**src/rtl/adpll_pkg.sv**
```systemverilog
// -----------------------------------------------------------------------------
// adpll_pkg
// Definitions shared by the ADPLL blocks:
//   - FSM state encoding of the counter phase detector
//   - ERROR_WIDTH-based saturation limit (symmetric, +/-MAX)
//   - saturating-increment helper
// No ports (package).
// -----------------------------------------------------------------------------
package adpll_pkg;

    localparam logic [1:0] ST_WARMUP   = 2'd0;
    localparam logic [1:0] ST_IDLE     = 2'd1;
    localparam logic [1:0] ST_REF_LEAD = 2'd2;
    localparam logic [1:0] ST_FB_LEAD  = 2'd3;

    localparam int unsigned ERROR_WIDTH_DEFAULT = 8;

    // Largest magnitude of a signed error word; -2^(w-1) is deliberately unused
    // so the range stays symmetric.
    function automatic logic [31:0] err_max(input int unsigned width);
        return (32'd1 << (width - 1)) - 32'd1;
    endfunction

    localparam logic [31:0] ERR_MAX_DEFAULT = err_max(ERROR_WIDTH_DEFAULT);

    function automatic logic [31:0] sat_inc(input logic [31:0] v, input logic [31:0] lim);
        return (v >= lim) ? lim : v + 32'd1;
    endfunction

endpackage

```
**src/rtl/edge_sync.sv**
```systemverilog
// -----------------------------------------------------------------------------
// edge_sync
// Multi-flop synchroniser followed by a rise detector (prev/curr).
//   gen_clk_i : system clock
//   reset_i   : async active-high reset
//   i_async   : asynchronous input
//   i_mask    : suppresses the rise pulse (warm-up after reset)
//   o_rise    : one-cycle pulse on a synchronised 0->1 transition
// -----------------------------------------------------------------------------
module edge_sync #(
    parameter int SYNC_STAGES = 2
) (
    input  logic gen_clk_i,
    input  logic reset_i,
    input  logic i_async,
    input  logic i_mask,
    output logic o_rise
);

    logic [SYNC_STAGES-1:0] r_sync;
    logic                   r_prev;

    always_ff @(posedge gen_clk_i or posedge reset_i) begin
        if (reset_i) begin
            r_sync <= '0;
            r_prev <= 1'b0;
        end else begin
            r_sync <= {r_sync[SYNC_STAGES-2:0], i_async};
            // prev keeps tracking while masked so a level that is already high
            // when the mask lifts is not seen as an edge
            r_prev <= r_sync[SYNC_STAGES-1];
        end
    end

    assign o_rise = r_sync[SYNC_STAGES-1] & ~r_prev & ~i_mask;

endmodule

```
**src/rtl/counter_phase_detector.sv**
```systemverilog
// -----------------------------------------------------------------------------
// counter_phase_detector
// Measures the rising-edge separation of ref and fb (in gen_clk_i cycles) and
// emits a saturated signed error for the ADPLL loop filter, plus lock status.
//   gen_clk_i     : system clock
//   reset_i       : async active-high reset
//   ref_i, fb_i   : reference / DCO feedback clocks (asynchronous)
//   error_o       : signed error, +ve = ref leads fb; 0 outside valid cycles
//   error_valid_o : one-cycle strobe per measurement
//   locked_o      : LOCK_COUNT consecutive measurements with |error|<=LOCK_THRESH
// -----------------------------------------------------------------------------
module counter_phase_detector
    import adpll_pkg::*;
#(
    parameter int ERROR_WIDTH = 8,
    parameter int SYNC_STAGES = 2,
    parameter int LOCK_THRESH = 2,
    parameter int LOCK_COUNT  = 16
) (
    input  logic                          gen_clk_i,
    input  logic                          reset_i,
    input  logic                          ref_i,
    input  logic                          fb_i,
    output logic signed [ERROR_WIDTH-1:0] error_o,
    output logic                          error_valid_o,
    output logic                          locked_o
);

    localparam int               CW  = ERROR_WIDTH - 1;
    localparam int               WW  = $clog2(SYNC_STAGES + 2);
    localparam int               LW  = $clog2(LOCK_COUNT + 1);
    localparam logic [CW-1:0]    MAX = CW'(err_max(ERROR_WIDTH));

    logic [1:0]    r_state,  w_state_nxt;
    logic [WW-1:0] r_wcnt,   w_wcnt_nxt;
    logic [CW-1:0] r_count,  w_count_nxt;
    logic [LW-1:0] r_lock,   w_lock_nxt;
    logic          r_valid;
    logic          r_locked;
    logic signed [ERROR_WIDTH-1:0] r_err;

    logic [1:0]    w_in, w_rise;
    logic          w_mask, w_ref, w_fb;
    logic          w_emit, w_neg, w_inlock;
    logic [CW-1:0] w_mag;
    logic signed [ERROR_WIDTH-1:0] w_mag_s, w_err;

    // lane 0 = ref, lane 1 = fb
    assign w_in   = {fb_i, ref_i};
    assign w_mask = (r_state == ST_WARMUP);

    for (genvar g = 0; g < 2; g++) begin : g_lane
        edge_sync #(.SYNC_STAGES(SYNC_STAGES)) u_sync (
            .gen_clk_i (gen_clk_i),
            .reset_i   (reset_i),
            .i_async   (w_in[g]),
            .i_mask    (w_mask),
            .o_rise    (w_rise[g])
        );
    end

    assign w_ref = w_rise[0];
    assign w_fb  = w_rise[1];

    always_comb begin
        w_state_nxt = r_state;
        w_wcnt_nxt  = r_wcnt;
        w_count_nxt = r_count;
        w_emit      = 1'b0;
        w_neg       = 1'b0;
        w_mag       = '0;
        case (r_state)
            ST_WARMUP: begin
                // SYNC_STAGES+1 masked cycles: synchroniser and prev both settle
                if (r_wcnt == WW'(SYNC_STAGES)) w_state_nxt = ST_IDLE;
                else                            w_wcnt_nxt  = r_wcnt + WW'(1);
            end
            ST_IDLE: begin
                if (w_ref && w_fb) begin
                    w_emit = 1'b1;
                end else if (w_ref) begin
                    w_state_nxt = ST_REF_LEAD;
                    w_count_nxt = CW'(1);
                end else if (w_fb) begin
                    w_state_nxt = ST_FB_LEAD;
                    w_count_nxt = CW'(1);
                end
            end
            ST_REF_LEAD: begin
                if (w_fb) begin
                    w_emit = 1'b1;
                    w_mag  = r_count;
                    // coincident ref edge opens the next window immediately
                    if (w_ref) w_count_nxt = CW'(1);
                    else       w_state_nxt = ST_IDLE;
                end else if (w_ref) begin
                    w_emit      = 1'b1;
                    w_mag       = MAX;
                    w_count_nxt = CW'(1);
                end else begin
                    w_count_nxt = CW'(sat_inc(32'(r_count), 32'(MAX)));
                end
            end
            ST_FB_LEAD: begin
                w_neg = 1'b1;
                if (w_ref) begin
                    w_emit = 1'b1;
                    w_mag  = r_count;
                    if (w_fb) w_count_nxt = CW'(1);
                    else      w_state_nxt = ST_IDLE;
                end else if (w_fb) begin
                    w_emit      = 1'b1;
                    w_mag       = MAX;
                    w_count_nxt = CW'(1);
                end else begin
                    w_count_nxt = CW'(sat_inc(32'(r_count), 32'(MAX)));
                end
            end
            default: w_state_nxt = ST_WARMUP;
        endcase
    end

    assign w_mag_s  = $signed({1'b0, w_mag});
    assign w_err    = w_neg ? -w_mag_s : w_mag_s;
    assign w_inlock = (32'(w_mag) <= 32'(LOCK_THRESH));

    always_comb begin
        w_lock_nxt = r_lock;
        if (w_emit)
            w_lock_nxt = w_inlock ? LW'(sat_inc(32'(r_lock), 32'(LOCK_COUNT))) : '0;
    end

    always_ff @(posedge gen_clk_i or posedge reset_i) begin
        if (reset_i) begin
            r_state  <= ST_WARMUP;
            r_wcnt   <= '0;
            r_count  <= '0;
            r_lock   <= '0;
            r_valid  <= 1'b0;
            r_err    <= '0;
            r_locked <= 1'b0;
        end else begin
            r_state  <= w_state_nxt;
            r_wcnt   <= w_wcnt_nxt;
            r_count  <= w_count_nxt;
            r_lock   <= w_lock_nxt;
            r_valid  <= w_emit;
            r_err    <= w_emit ? w_err : '0;
            // registered from the next count so lock follows its valid strobe
            r_locked <= (w_lock_nxt == LW'(LOCK_COUNT));
        end
    end

    assign error_o       = r_err;
    assign error_valid_o = r_valid;
    assign locked_o      = r_locked;

endmodule

```
**config.mk**
```make
export PLATFORM = sky130hd
export DESIGN_NAME = counter_phase_detector
export DESIGN_NICKNAME = d
export VERILOG_FILES = /design/src/rtl/adpll_pkg.sv /design/src/rtl/edge_sync.sv /design/src/rtl/counter_phase_detector.sv
export SDC_FILE = /design/constraint.sdc
export NUM_CORES = 1
export LEC_CHECK = 0
export ABC_AREA = 1
export BUFFER_PORTS_ARGS = -buffer_cell sky130_fd_sc_hd__buf_2
export CAP_MARGIN = 5
export CORE_MARGIN = 1
export CORE_UTILIZATION = 52
export CTS_CLUSTER_DIAMETER = 60
export CTS_CLUSTER_SIZE = 30
export DETAILED_ROUTE_END_ITERATION = 7
export PLACE_DENSITY = 0.71
export RECOVER_POWER = 50
export SKIP_LAST_GASP = 1
export SLEW_MARGIN = 20
export SYNTH_ARGS = -nofsm -noshare
export SYNTH_HDL_FRONTEND = slang
export SYNTH_HIERARCHICAL = 1
export SYNTH_SLANG_ARGS = --single-unit
```
**constraint.sdc**
```tcl
create_clock -name gen_clk_i -period 3.5 [get_ports gen_clk_i]
set_input_delay 1.05 -clock gen_clk_i [delete_from_list [all_inputs] [get_ports gen_clk_i]]
set_output_delay 1.05 -clock gen_clk_i [all_outputs]
set_load 0.01 [all_outputs]
```
==> qor.txt <==
Final GP Congestion - 0.988
Number of global-route vias before repair - 1,338
Cell taking the most area after synthesis - dfrtp_1
Die Area - 0.00377 sq mm
Min Tclk post-route - 2580 ps
Hold buffer count at cts - 0
Hold Fails Final Rpt - 0
Final setup violating endpoints - 0
Worst Tran Pin Value - 1420 ps
PortBufs - 13
Root buf cell - clkbuf_4
Post-Syn Instances - 236
Initial drt markers - 66
Area contributors post-synth - dfrtp_1 44%, nand2_1 14%, inv_1 6.1%
Rel. slew slack - 5.55%
Num Clock Sinks - 32
Leakage power - 1.02 nW
Final Cell Area - 0.00200 sq mm
Setup ws final - 920 ps
Die span in y - 61.4 um
Routed wire per std cell - 11.7 um
Top-area cell type share of the netlist area - 43.7%
Hold Path Class - register to register
Post-DRT Antenna Nets - 0
Clock Skew - 12.6 ps
CTS clk-pin slew, worst paths - 100 ps
Post-route setup TNS - 0 ps
Placed cell areas - 0.00195 sq mm
CTS buffer count - 5
RSZ-0062 raised after global routing - false
DRT Pass-1 Iters - 4
Final max-slew violation count - 0
Register area - 801 sq um
Total grt overflow - 0
CTS resizes - 0
Post-synth cell types - 30
Final net count - 263
Hpwl dp - 2660 um
WL final - 3530 um
YS warnings - 6
Global-route wire length before repair - 5980 um
Seq/Total Area, Yosys - 43.7%
Clock Path Buffers - 2
Std cell rows - 21
Synthesized cell area - 0.00183 sq mm
Share of cells above drive strength 1 - 18.8%
Antenna diode count - 0
Starting density of the core - 54.5%
All-Layer GR Usage - 22.2%
P&R area growth vs syn - 9.35%
Setup bufs post-CTS - 0
DR vias/cell - 5.11
H-tree Lvls - 2
Post-synth net total - 245
CP Data Arrival Time - 2810 ps
VDD IR max - 0.000387 V
Worst slack, placed - 973 ps
FF+latch count, synth - 32
Crit Path Category - register to register
# IOs - 14
Crit end category - register
Drt drc - 0
CP Launch Type - register
WP data required - 3730 ps
FMAX - 388 MHz
CORE AREA - 0.00336 sq mm
Pwr/cell area - 700 mW/mm^2
Worst skew pair latency - 340 ps
Die Wd - 61.4 um
Multi-input logic area - 878 sq um
Largest net degree at the start of global routing - 27
Period utilization - 73.7%
Vias after detailed routing - 1,538
Max cap viols - 0
# fillers - 333
Crit-path max FO - 12
Final core occ - 59.6%
Pwr Total - 1.40 mW
CTS tree - done
Status - finished clean
Initial antenna violation count - 0
Synth Area per Inst - 7.77 sq um
==> metrics by stage <==
step / instances / hold WS, ps
2_1_floorplan: 236 / 331
3_3_place_gp: 293 / 335
3_5_place_dp: 293 / 339
4_1_cts: 301 / 371
5_1_grt: 301 / 380
6_report: 301 / 364
==> placed cells by master, fill, tap and decap left out, types with 2 or more instances in the layout <==
master	n
clkinv_2	2
nor3_1	4
a21oi_2	2
o211ai_1	3
buf_2	12
xor2_1	4
clkbuf_1	2
clkbuf_4	5
nand2_2	8
o21ai_2	2
nor2_1	14
inv_1	30
nand3_1	7
a21oi_1	8
nand4_1	6
ha_1	5
inv_2	3
o21ai_0	14
nand2_1	70
dfrtp_1	32
o21ai_1	5
nor2_2	4
or2_2	2
==> layout make-up <==
cell class                 count  share of cell area, %
clock buffer                   6                   2.56
clock inverter                 2                  0.499
inverter                      35                   6.93
multi-input combinational    166                   43.8
sequential                    32                   40.0
tap                           46                   2.87
timing repair buffer          14                   3.37
==> registers in the layout, summed over array words and instances (netlist names) <==
signal and count:
error_o 8, r_count 7, r_lock 5, g_lane.u_sync/r_sync 4
g_lane.u_sync/r_prev 2, r_state 2, r_wcnt 2, error_valid_o 1
locked_o 1
==> cell families after synthesis <==
kind of cell,count (synthesis),synth area share [%]
simple gates,119,29.9
compound gates,38,12.7
buf+inv,38,8.40
flops,32,43.7
fa+ha+maj,5,3.41
xor+xnor,4,1.91
==> final timing paths <==
check | start | to | slack (ps) | cells past startpoint
min reg2reg | g_lane[1].u_sync/r_sync[0] | g_lane[1].u_sync/r_sync[1] | 360 | 0
max | r_state[0] | locked_o | 920 | 14
max reg2reg | r_state[0] | locked_o | 920 | 14
min in group asynchronous | reset_i | g_lane[0].u_sync/r_sync[0] | 580 | 2
min | g_lane[1].u_sync/r_sync[0] | g_lane[1].u_sync/r_sync[1] | 360 | 0
max in group asynchronous | reset_i | r_lock[2] | 1480 | 3
==> layer usage <==
| layer | track usage, % | wire, um | vias to the layer above |
|---|---|---|---|
| met3 | 5.67 | 177 | 5 |
| met5 | 0 | 0 | - |
| met4 | 7.30 | 27 | 0 |
| met2 | 34.3 | 1650 | 40 |
| li1 | - | - | 788 |
| met1 | 30.4 | 1670 | 705 |
==> cells in the mapped netlist <==
cell type / n
o22ai_1: 1
clkinv_4: 1
a21oi_2: 2
a41oi_1: 1
nor2_2: 4
inv_1: 30
nand2_2: 8
o21ai_2: 2
nor2_4: 1
a21oi_4: 1
nand3_2: 1
nand2_1: 70
ha_1: 5
nand2_4: 1
a21oi_1: 8
o22a_1: 1
o21ai_0: 14
inv_4: 1
nor2_8: 1
nand4_1: 6
xor2_1: 4
inv_2: 3
buf_2: 3
o21ai_1: 5
o211ai_1: 3
nand3_1: 7
or2_2: 2
dfrtp_1: 32
nor2_1: 14
nor3_1: 4
==> critical path, stage by stage (launching register included) <==
cell and delay (ps):
dfrtp_1 600, nor2_1 150, nor2_2 420, inv_2 90, o21ai_1 230, a21oi_4 100, inv_1 70, ha_1 130
inv_1 50, a21oi_2 200, nand2_1 110, o21ai_1 130, nand2_1 70, nand2_1 70, nor2_1 40
==> power by group <==
group | total [mW] | switching [mW] | internal [mW] | leakage (nW)
sequential | 0.533 | 0.0779 | 0.455 | 0.401
clock | 0.222 | 0.126 | 0.0955 | 0.0380
combinational | 0.648 | 0.426 | 0.222 | 0.586
total | 1.40 | 0.630 | 0.772 | 1.02
Note: power is estimated with default switching activity, not from simulation.
